### config.mk
export PLATFORM = sky130hd
export DESIGN_NAME = hex_display_scanner
export DESIGN_NICKNAME = d
export VERILOG_FILES = /design/src/rtl/hex_display_scanner_pkg.sv /design/src/rtl/hex_display_scanner_hex_to_seven_seg.sv /design/src/rtl/hex_display_scanner.sv
export SDC_FILE = /design/constraint.sdc
export NUM_CORES = 1
export LEC_CHECK = 0
export CAP_MARGIN = 40
export CELL_PAD_IN_SITES_DETAIL_PLACEMENT = 0
export CELL_PAD_IN_SITES_GLOBAL_PLACEMENT = 1
export CORE_UTILIZATION = 40
export CTS_CLUSTER_DIAMETER = 150
export CTS_CLUSTER_SIZE = 30
export DETAILED_ROUTE_END_ITERATION = 8
export PLACE_DENSITY_LB_ADDON = 0.2
export SYNTH_ARGS = -nofsm -noshare
export SYNTH_HDL_FRONTEND = slang
export SYNTH_HIERARCHICAL = 1
export SYNTH_SLANG_ARGS = --single-unit
### constraint.sdc
create_clock -name qzt_clk -period 3.7 [get_ports qzt_clk]
set_clock_uncertainty 0.05 [all_clocks]
set_input_delay 0.74 -clock qzt_clk [delete_from_list [all_inputs] [get_ports qzt_clk]]
set_output_delay 0.74 -clock qzt_clk [all_outputs]
set_load 0.05 [all_outputs]
### src/rtl/hex_display_scanner_pkg.sv
// Shared constants for the hex display scanner: segment patterns, digit count,
// scan FSM encoding and the leading-zero helper.
package hex_display_scanner_pkg;

  localparam int NUM_DIGITS = 4;

  typedef enum logic {
    BLANK = 1'b0,
    SHOW  = 1'b1
  } state_t;

  // Active-high patterns, {g,f,e,d,c,b,a}
  localparam logic [6:0] SEG_0 = 7'b0111111;
  localparam logic [6:0] SEG_1 = 7'b0000110;
  localparam logic [6:0] SEG_2 = 7'b1011011;
  localparam logic [6:0] SEG_3 = 7'b1001111;
  localparam logic [6:0] SEG_4 = 7'b1100110;
  localparam logic [6:0] SEG_5 = 7'b1101101;
  localparam logic [6:0] SEG_6 = 7'b1111101;
  localparam logic [6:0] SEG_7 = 7'b0000111;
  localparam logic [6:0] SEG_8 = 7'b1111111;
  localparam logic [6:0] SEG_9 = 7'b1101111;
  localparam logic [6:0] SEG_A = 7'b1110111;
  localparam logic [6:0] SEG_B = 7'b1111100;
  localparam logic [6:0] SEG_C = 7'b0111001;
  localparam logic [6:0] SEG_D = 7'b1011110;
  localparam logic [6:0] SEG_E = 7'b1111001;
  localparam logic [6:0] SEG_F = 7'b1110001;

  // Bit i set when nibble i and every nibble above it are zero (digit 0 never).
  function automatic logic [NUM_DIGITS-1:0] leading_zero_mask(input logic [15:0] v);
    leading_zero_mask    = '0;
    leading_zero_mask[3] = (v[15:12] == 4'h0);
    leading_zero_mask[2] = (v[15:8] == 8'h00);
    leading_zero_mask[1] = (v[15:4] == 12'h000);
  endfunction

endpackage

### src/rtl/hex_display_scanner_hex_to_seven_seg.sv
// hex_to_seven_seg: combinational nibble to active-high 7-segment pattern.
// Shared by the display blocks that need a hex glyph.
module hex_to_seven_seg
  import hex_display_scanner_pkg::*;
(
  input  logic [3:0] nibble,
  output logic [6:0] pattern
);

  always_comb begin
    pattern = 7'b0000000;
    case (nibble)
      4'h0: pattern = SEG_0;
      4'h1: pattern = SEG_1;
      4'h2: pattern = SEG_2;
      4'h3: pattern = SEG_3;
      4'h4: pattern = SEG_4;
      4'h5: pattern = SEG_5;
      4'h6: pattern = SEG_6;
      4'h7: pattern = SEG_7;
      4'h8: pattern = SEG_8;
      4'h9: pattern = SEG_9;
      4'hA: pattern = SEG_A;
      4'hB: pattern = SEG_B;
      4'hC: pattern = SEG_C;
      4'hD: pattern = SEG_D;
      4'hE: pattern = SEG_E;
      4'hF: pattern = SEG_F;
      default: pattern = 7'b0000000;
    endcase
  end

endmodule

### src/rtl/hex_display_scanner.sv
// Four-digit multiplexed hex display driver with per-slot blanking dead-time.
// Optional macro LEADING_ZERO_BLANK_EN darkens leading zero digits.
module hex_display_scanner
  import hex_display_scanner_pkg::*;
#(
  parameter int SLOT_CYCLES    = 50000,
  parameter int BLANK_CYCLES   = 500,
  parameter bit SEG_ACTIVE_LOW = 1'b1,
  parameter bit AN_ACTIVE_LOW  = 1'b1
) (
  input  logic        qzt_clk,
  input  logic        reset,
  input  logic [15:0] value,
  input  logic [3:0]  digit_enable,
  input  logic [3:0]  dp_mask,
  output logic [3:0]  anode,
  output logic [6:0]  segments,
  output logic        dp,
  output logic        frame_done,
  output state_t      state_dbg
);

  localparam logic [29:0] SLOT_LAST = 30'(SLOT_CYCLES - 1);
  localparam logic [29:0] BLANK_LEN = 30'(BLANK_CYCLES);
  localparam logic [3:0]  AN_OFF    = AN_ACTIVE_LOW ? 4'hF : 4'h0;
  localparam logic [6:0]  SEG_OFF   = SEG_ACTIVE_LOW ? 7'h7F : 7'h00;
  localparam logic        DP_OFF    = SEG_ACTIVE_LOW;

  logic [29:0] cnt;
  logic [1:0]  digit;
  state_t      state;
  logic [15:0] sh_value;
  logic [3:0]  sh_en;
  logic [3:0]  sh_dp;
  logic        first_cycle;

  logic        slot_end;
  logic        frame_start;
  logic [29:0] cnt_nxt;
  logic [1:0]  digit_nxt;
  logic [15:0] val_nxt;
  logic [3:0]  en_nxt;
  logic [3:0]  dp_nxt;
  logic [3:0]  lz_mask;
  logic [3:0]  nibble_nxt;
  logic [6:0]  pat_nxt;
  state_t      state_nxt;
  logic [3:0]  anode_on;
  logic [3:0]  digit_sel;

`ifdef LEADING_ZERO_BLANK_EN
  assign lz_mask = leading_zero_mask(value);
`else
  assign lz_mask = 4'h0;
`endif

  // The cycle right after reset behaves like a frame boundary into digit 0.
  always_comb begin
    slot_end    = (cnt == SLOT_LAST);
    frame_start = first_cycle || (slot_end && (digit == 2'd3));
    cnt_nxt     = slot_end ? 30'd0 : cnt + 30'd1;
    digit_nxt   = slot_end ? digit + 2'd1 : digit;
    val_nxt     = frame_start ? value : sh_value;
    en_nxt      = frame_start ? (digit_enable & ~lz_mask) : sh_en;
    dp_nxt      = frame_start ? (dp_mask & ~lz_mask) : sh_dp;
    nibble_nxt  = val_nxt[4*digit_nxt +: 4];
    state_nxt   = (cnt_nxt < BLANK_LEN) ? BLANK : SHOW;
    digit_sel   = 4'b0001 << digit_nxt;
    anode_on    = (state_nxt == SHOW) ? (en_nxt & digit_sel) : 4'h0;
  end

  hex_to_seven_seg u_dec (
    .nibble  (nibble_nxt),
    .pattern (pat_nxt)
  );

  always_ff @(posedge qzt_clk or posedge reset) begin
    if (reset) begin
      cnt         <= '0;
      digit       <= '0;
      state       <= BLANK;
      sh_value    <= '0;
      sh_en       <= '0;
      sh_dp       <= '0;
      first_cycle <= 1'b1;
      anode       <= AN_OFF;
      segments    <= SEG_OFF;
      dp          <= DP_OFF;
      frame_done  <= 1'b0;
    end else begin
      first_cycle <= 1'b0;
      cnt         <= cnt_nxt;
      digit       <= digit_nxt;
      state       <= state_nxt;
      frame_done  <= slot_end && (digit == 2'd3);
      if (frame_start) begin
        sh_value <= val_nxt;
        sh_en    <= en_nxt;
        sh_dp    <= dp_nxt;
      end
      if (first_cycle || slot_end) begin
        segments <= pat_nxt ^ {7{SEG_ACTIVE_LOW}};
        dp       <= dp_nxt[digit_nxt] ^ SEG_ACTIVE_LOW;
      end
      anode <= anode_on ^ {4{AN_ACTIVE_LOW}};
    end
  end

  assign state_dbg = state;

endmodule

Yosys cells after proc, flatten, opt, wreduce, memory -nomap -nowiden:

Memory sizes are Yosys's and may differ from the RTL's.
Index checks and enable logic that the tools add are counted.

* register bits: 71
* bits in read-only memories: 112
* bits of input ports: 26
* memories: 1

Memories
* (name not given): words 16, width 7, read ports 1, clocked after Yosys merged registers in 0, write ports 0, line hex_display_scanner_hex_to_seven_seg.sv:12 `case (nibble)`

* add/subtract/negate cells: 2
* order comparisons: 2
* equal/unequal tests: 2
* shift operators: 2
* multiplexer cells: 9
* bitwise logic cells: 4
* reductions and logical operators: 3

Operator list (number)
* adder 30 x 1 -> 30 bit, second input constant: 1
* equality test 30 x 16 -> 1 bit, second input constant: 1
* less-than comparator 30 x 9 -> 1 bit, second input constant: 1
* two-way mux 30 bit: 1
* two-way mux 16 bit: 1
* variable part select 16 x 5 -> 4 bit: 1
* two-way mux 4 bit: 3
* NOT 7 bit: 1
* bitwise AND 4 bit: 1
* NOT 4 bit: 1
* left shift 1 x 2 -> 4 bit, first input constant: 1
* less-than comparator 2 x 3 -> 1 bit, second input constant: 1
* adder 2 x 1 -> 2 bit, second input constant: 1
* binary-select mux 1 bit (select 2 bit): 1
* equality test 2 bit, second input constant: 1
* logical OR 1 bit: 2
* two-way mux 1 bit: 2
* two-way mux 2 bit: 1
* logical AND 1 bit: 1
* NOT 1 bit: 1

Logic depth before layout (Yosys ltp):

* depth in word-level cells: 7
* depth in mapped cells: 15

Modules after synthesis:

Netlist, hierarchy kept.

By module, submodules not included
* hex_display_scanner: instances 1, cells each 348, area each 3621.0 µm²
* hex_to_seven_seg: instances 1, cells each 33, area each 287.8 µm²

Least setup slack after synthesis:

Ideal clock, no wire load.

* path kind: reg2reg
* from: register cnt[17]
* to: register segments[3]
* library setup time: 73 ps
* arrival: 3660 ps
* required time: 3577 ps
* setup slack: -83 ps
* cell stages (with the launch flop): 14
* buffers on the path: 2
* period minus slack after synthesis: 3783 ps
* cells stage by stage: dfrtp_1 > or3_1 > or4_1 > nor4_2 > a21o_1 > buf_2 > buf_4 > mux2_2 > o22ai_1 > nor2_1 > inv_1 > ha_1 > mux4_1 > a21oi_1

* cells in the longest elaborated chain, start to end: 7
* elaborated cells on any way between the ends: 9

RTL lines
* start: declaration: line hex_display_scanner.sv:29 `logic [29:0] cnt;`
* start signal: assignment: line hex_display_scanner.sv:92 `cnt <= cnt_nxt;`
* equality test 30 x 16 -> 1 bit (*): line hex_display_scanner.sv:59 `slot_end = (cnt == SLOT_LAST);`
* logical AND 1 bit: line hex_display_scanner.sv:60 `frame_start = first_cycle || (slot_end && (digit == 2'd3));`
* logical OR 1 bit: line hex_display_scanner.sv:60
* two-way mux 16 bit: line hex_display_scanner.sv:63 `val_nxt = frame_start ? value : sh_value;`
* variable part select 16 x 5 -> 4 bit (*): line hex_display_scanner.sv:66 `nibble_nxt = val_nxt[4*digit_nxt +: 4];`
* named net nibble_nxt[0]: line hex_display_scanner.sv:45 `logic [3:0] nibble_nxt;`
* memory (16 x 7 bit) (*)
* named net pat_nxt[3]: line hex_display_scanner.sv:46 `logic [6:0] pat_nxt;`
* NOT 7 bit (no source line) (*)
* end signal: assignment: line hex_display_scanner.sv:102 `segments <= pat_nxt ^ {7{SEG_ACTIVE_LOW}};`
* end: declaration: line hex_display_scanner.sv:17 `output logic [6:0] segments,`

Mark *: on every way through the listed nets, which the timed path passes. The rest lies on a longest branch.
A chain may end at the register's enable or synchronous reset.

Worst setup path after layout:

* from: register cnt[16]
* to: register segments[1]

Same word-level chain as after synthesis.

==> summary.txt <==
Critical Path AT -> 3.77 ns
DR top layer -> met4
Leakage power total -> 0.002150 uW
Outcome -> finished clean
ANT cells -> 0
Max-Cap Viols -> 0
Total Wirelength -> 9293 um
Iter 0 DRT Violations -> 173
Rel. slew slack -> 46.34%
Worst-Skew Late Latency -> 0.34 ns
Nets -> 482
Final worst path period need -> 3.542 ns
Sequential area share after synthesis -> 45.87%
Final ANT Viol Nets -> 0
Maximum root-to-sink buffer count -> 2
Via count -> 3068
Post-synth top area share -> 37.13%
CTS tree -> built
PD cells -> 385.7 mW/mm2
Post-DR vias/cell -> 5.281
Ratio of cells with drive above 1 in the final layout -> 26.55%
WL/cell -> 15.99 um
Post-placement cell count -> 558
WP data required -> 3.92 ns
DRC errors left -> 0
Unique masters post-synth -> 57
Post-Syn Instances -> 381
Largest net degree at the start of global routing -> 37
Fin crit share -> 95.73%
Hold Path Class -> flop to flop
Post-synth EDFFs -> 0
Post-synth top cells -> dfrtp_1 (58), nor2_1 (35), mux2_2 (26)
Clk Tree Root Cell -> clkbuf_8
First-pass GRT wire length -> 14870 um
Crit-path max FO -> 6
Slowest cell on the critical path -> or4_4
Critical Path End Type -> flop
RSZ-0062 raised after global routing -> false
Die Width -> 100.9 um
Num CTS Buffers -> 9
Routability Congestion -> 0.8157
WP buf/inv -> 2
F_max -> 282.3 MHz
Syn Std Cell Area -> 0.003909 mm2
FFs w/ async S/R, synth -> 100.0%
Max stage delay on crit path -> 0.43 ns
Initial antenna violation count -> 0
Largest area contributor in the netlist -> dfrtp_1
Area growth from synthesis to layout -> 29.32%
WL met3 -> 286 um
Yosys warns -> 6
Worst-Margin Slew -> 0.7976 ns
Worst-path clk slew -> 0.08 ns
Crit path kind -> flop to flop
Synth area leaders -> dfrtp_1 (37%), dfstp_2 (8.7%), mux2_2 (7.5%), xnor2_1 (4.5%), nor2_1 (3.4%)
Total global-route track usage -> 19.07%
FILL cells -> 849
Setup TNS -> 0 ns
Post-synth net total -> 416
Clk sinks -> 71
Initial core utilization -> 41.71%
Die area -> 0.01017 mm2
# IOs -> 40
Critical path's top delay family -> simple AND/OR/NAND/NOR gates
Vias in the first global route -> 2892
Final Slew Violations -> 0
CP Launch Type -> flop
Grt ovf -> 0
Count leader, synth -> dfrtp_1
Std cell rows -> 35
IR Drop Worst-Case VDD -> 251.9 uV
Design Power -> 1950 uW
Final setup violation count -> 0
Met1 Routed Length -> 4557 um
PortBufs -> 39
Crit-path cells -> or3_4, or4_4, nor4_4, a21o_4, buf_12, mux2_2, o22ai_1, nor2_1, buf_4, ha_1, or2b_1, a31o_1, a21oi_1
Met2 WL post-DR -> 4328 um
Avg Inst Size Synth -> 10.26 um2
DR pass1 iterations -> 5
Post-synth top flop -> dfrtp_1
Seq cells post-synth -> 71
Cts hold-fix bufs -> 0
CTS H-Tree Depth -> 3
Fin. Hold Viols -> 0
Die H -> 100.9 um
Finished Layout Cells -> 581
Post-DP HPWL -> 6629 um
Core area -> 0.009371 mm2
per-stage QoR:
step,setup WS [ns],instance area [um2],hold WS [ns],utilization [%]
finish,0.1581,5055,0.4508,53.94
global route,0.002230,5055,0.4739,53.94
CTS,0.02159,4897,0.4530,52.26
detailed placement,0.03403,4628,0.4347,49.39
global placement,0.1346,4628,0.4237,49.39
floorplan,0.001892,3918,0.4153,-
routing by layer:
layer / track usage, % / up-vias
met3: 2.843 / 10
met2: 30.35 / 54
li1: - / 1498
met4: 6.466 / 0
met1: 26.62 / 1506
met5: 0 / -
final timing paths:
path	slack [ns]	to	cells after the start	startpoint
max in group asynchronous	2.05	first_cycle	3	reset
worst min register to register	0.45	sh_en[2]	1	sh_en[2]
worst max-delay path	0.16	segments[1]	13	cnt[16]
min in group asynchronous	0.81	cnt[9]	2	reset
worst max register to register	0.16	segments[1]	13	cnt[16]
worst min-delay path	0.45	sh_en[2]	1	sh_en[2]
cells by family after synthesis:
family / after synthesis / synth area share [%]
xor+xnor: 32 / 7.170
simple gates: 148 / 21.86
buf+inv: 36 / 3.873
mux: 33 / 9.699
compound gates: 51 / 8.547
fa+ha+maj: 9 / 2.881
flops: 71 / 45.87
other cells: 1 / 0.09594
cells in the final DEF, fill, tap and decap left out, types with 3 or more instances in the layout:
cell type        instances
dfrtp_1                 58
nor3b_1                  5
clkdlybuf4s50_1         39
inv_1                   11
nand3b_1                 3
nand4_1                 14
xor2_1                  12
xnor2_1                 20
nor2b_1                  3
nor4b_1                  3
nor3_1                  13
mux2i_1                  5
o22ai_1                  8
clkbuf_8                 9
and2_1                   7
o21ai_0                  9
or4_4                    3
mux2_2                  26
and4_1                   4
a31oi_1                  3
and3_1                   5
or3b_1                   4
a21oi_1                 11
nand2_1                 16
nand3_1                 10
dfstp_2                 13
inv_2                    3
ha_1                     5
nor4_1                  10
nor2_1                  34
nor4_4                   3
bufinv_16                4
buf_4                   34
sequential cells by signal (all words and copies together), names as in the netlist:
register and flops:
cnt 30, sh_value 16, segments 7, anode 4, sh_dp 4, sh_en 4, digit 2, dp 1
first_cycle 1, frame_done 1, state_dbg 1
layout make-up:
cell class / count / area (um2) / area share, %
Inverter: 14 / 52.55 / 1.040
Multi-Input combinational cell: 274 / 2043 / 40.42
Tap cell: 129 / 161.4 / 3.193
Clock inverter: 7 / 145.1 / 2.871
Clock buffer: 9 / 123.9 / 2.450
Timing Repair Buffer: 77 / 735.7 / 14.55
Sequential cell: 71 / 1793 / 35.47
report_power, final:
| part | internal, uW | switching (uW) |
|---|---|---|
| clock | 519 | 319 |
| sequential | 825 | 14.7 |
| combinational | 129 | 143 |
worst register-to-register path: stages, from the launching register on:
cell,delay [ns]
dfrtp_1,0.38
or3_4,0.39
or4_4,0.43
nor4_4,0.33
a21o_4,0.22
buf_12,0.13
mux2_2,0.34
o22ai_1,0.18
nor2_1,0.09
buf_4,0.16
ha_1,0.21
or2b_1,0.22
a31o_1,0.22
a21oi_1,0.12
what timing repair did:
action,in CTS,in global routing
buffers inserted,0,5
gates resized for setup,0,19
endpoints found under the setup margin,0,5
No activity file was read; power rests on OpenSTA's default activity.
==> RTL edit (same flow settings) <==
Register the output `state_dbg` once more; this adds one clock of latency there. The other outputs are not delayed to match.
--- a/src/rtl/hex_display_scanner.sv
+++ b/src/rtl/hex_display_scanner.sv
@@ -106,7 +106,9 @@
     end
   end
 
-  assign state_dbg = state;
+  always_ff @(posedge qzt_clk) begin
+    state_dbg <= state;
+  end
 
 endmodule
 
Formal check against the unedited RTL: no difference found for any inputs over 10 cycles, from zero or initial values and one cycle with reset high; that may be too few to reach the edited logic, so the function may still have changed.
==> RTL edit against the unedited design <==
Setup slack gained 99 ps. Largest cell class unchanged. Clock power shrank 18%. First-iteration DRC count down 53%. Final area fell by 4.5%. Power decreased by 7.8%. Sequential cell count increased by 1. Area after synthesis increased by 1.4%. Routed wire length shrank 10%.
==> RTL edit: results (changes against the unedited design) <==
* Sw Share at 25.7% (+1.2 points)
* Maximum vdd drop at 0.231 mV (-8.4%)
* Worst path max stage delay at 490 ps (+60 ps)
* Largest net degree at the start of global routing at 57 (+54%)
* Drt pass-1 iters at 5 (unchanged)
* CP endpoint: segments[3]
* Routed wl met2 at 3.60 mm (-17%)
* Worst Tran Pin Value at 642 ps (-156 ps)
* Share of layout cells above drive strength 1 at 21.8% (-4.8 points)
* Largest cells by area after synthesis: dfrtp_1 37%, dfstp_2 8.6%, mux2i_1 6.6%
* DRT iter0 DRCs at 81 (-53%)
* M1 WL at 4.32 mm (-5.2%)
* Routed length on met3 at 333 um (+16%)
* R2R Path Start: cnt[5]
* Worst-path clk slew at 80 ps (about the same)
* Min cycle time layout at 3440 ps (-98.9 ps)
* First-pass GRT wire length at 14.1 mm (-5.2%)
* Synth cell count leaders: 58 x dfrtp_1, 34 x nor2_1, 26 x mux2i_1, 21 x nand2_1
* NumNets Final at 448 (-7.1%)
* Fraction of registers with async set/reset at 98.6% (-1.4 points)
* Top_reg_cell synth: dfrtp_1
* Worst Hold Depth at 0 (-1)
* Critical Path AT at 3680 ps (-90 ps)
* M2 GR Usage at 25.7% (-4.6 points)
* Hold Path Origin: state
* Largest registers in the final layout: cnt (30), sh_value (16), segments (7)
* Final Non-Filler Cells at 547 (-5.9%)
* Leak Pwr at 2.06 nW (-4.0%)
* Tot GR Track Use at 18.1% (-0.97 points)
* Final hold slack at 292 ps (-159 ps)
* M3 GR Usage at 4.83% (+2.0 points)
* Syn nets at 395 (-5.0%)
* CP Max Fanout at 7 (+1)
* Crit path max-delay cell type: mux4_1
* Global-route track usage on met1 at 26.7% (+0.041 points)
* Status: completed
* Vias in the first global route at 2,807 (-2.9%)
* Sequential area share after synthesis at 45.7% (-0.13 points)
* Gpl congestion at 0.825 (+1.2%)
* Post-DP HPWL at 6.25 mm (-5.7%)
* R2R cell count at 11 (-2)
* Dpl cells at 531 (-4.8%)
* CP top delay family: multiplexers
* Mean post-synth cell area at 11.0 um2 (+7.3%)
* Count of different cell masters after synthesis at 61 (+7.0%)
==> RTL edit: cell count changes in the layout (fill, tap and decap cells not counted), sizes merged, moves of 5 or more <==
| cell | before | now |
|---|---|---|
| buf | 36 | 20 |
| mux2 | 26 | 32 |
| mux2i | 6 | 26 |
| nor3b | 5 | 0 |
| nor4 | 13 | 8 |
| o21ai | 9 | 2 |
| o22ai | 10 | 2 |
==> RTL edit: layout make-up <==
class | count | area [um2]
Clock buffer | 10 | 128
Sequential cell | 72 | 1810
Tap cell | 129 | 161
Inverter | 10 | 37.5
Clock inverter | 6 | 93.8
Multi-Input combinational cell | 261 | 2040
Fill cell | 839 | 4590
Timing Repair Buffer | 59 | 561
==> RTL edit: what timing repair did <==
item                       4_1_cts  5_1_grt
setup endpoints to repair        0        1
hold buffers                     0        0
resized for setup                0        1
==> RTL edit: cells by family after synthesis <==
family / Yosys count / synth area share, %
XOR/XNOR: 30 / 6.82
buffers and inverters: 27 / 3.09
AND/OR/NAND/NOR: 128 / 18.6
other: 1 / 0.0946
AO/OA/AOI/OAI: 34 / 6.53
flip-flops: 72 / 45.7
multiplexers: 59 / 16.3
adder cells (fa/ha/maj): 9 / 2.84
==> RTL edit: power by group through the flow <==
stage | combinational (mW) | clock [mW] | sequential (mW)
after detailed placement | 0.256 | 0 | 0.868
final | 0.254 | 0.691 | 0.852
after global routing | 0.277 | 0.747 | 0.857
after floorplan | 0.118 | 0 | 0.913
after CTS | 0.258 | 0.723 | 0.853
after global placement | 0.251 | 0 | 0.866
==> RTL edit: stage by stage <==
stage,util [%],instance area [um2]
5_1_grt,51.3,4830
4_1_cts,51.2,4820
6_report,51.3,4830
2_1_floorplan,-,3960
3_5_place_dp,48.9,4600
3_3_place_gp,48.6,4570
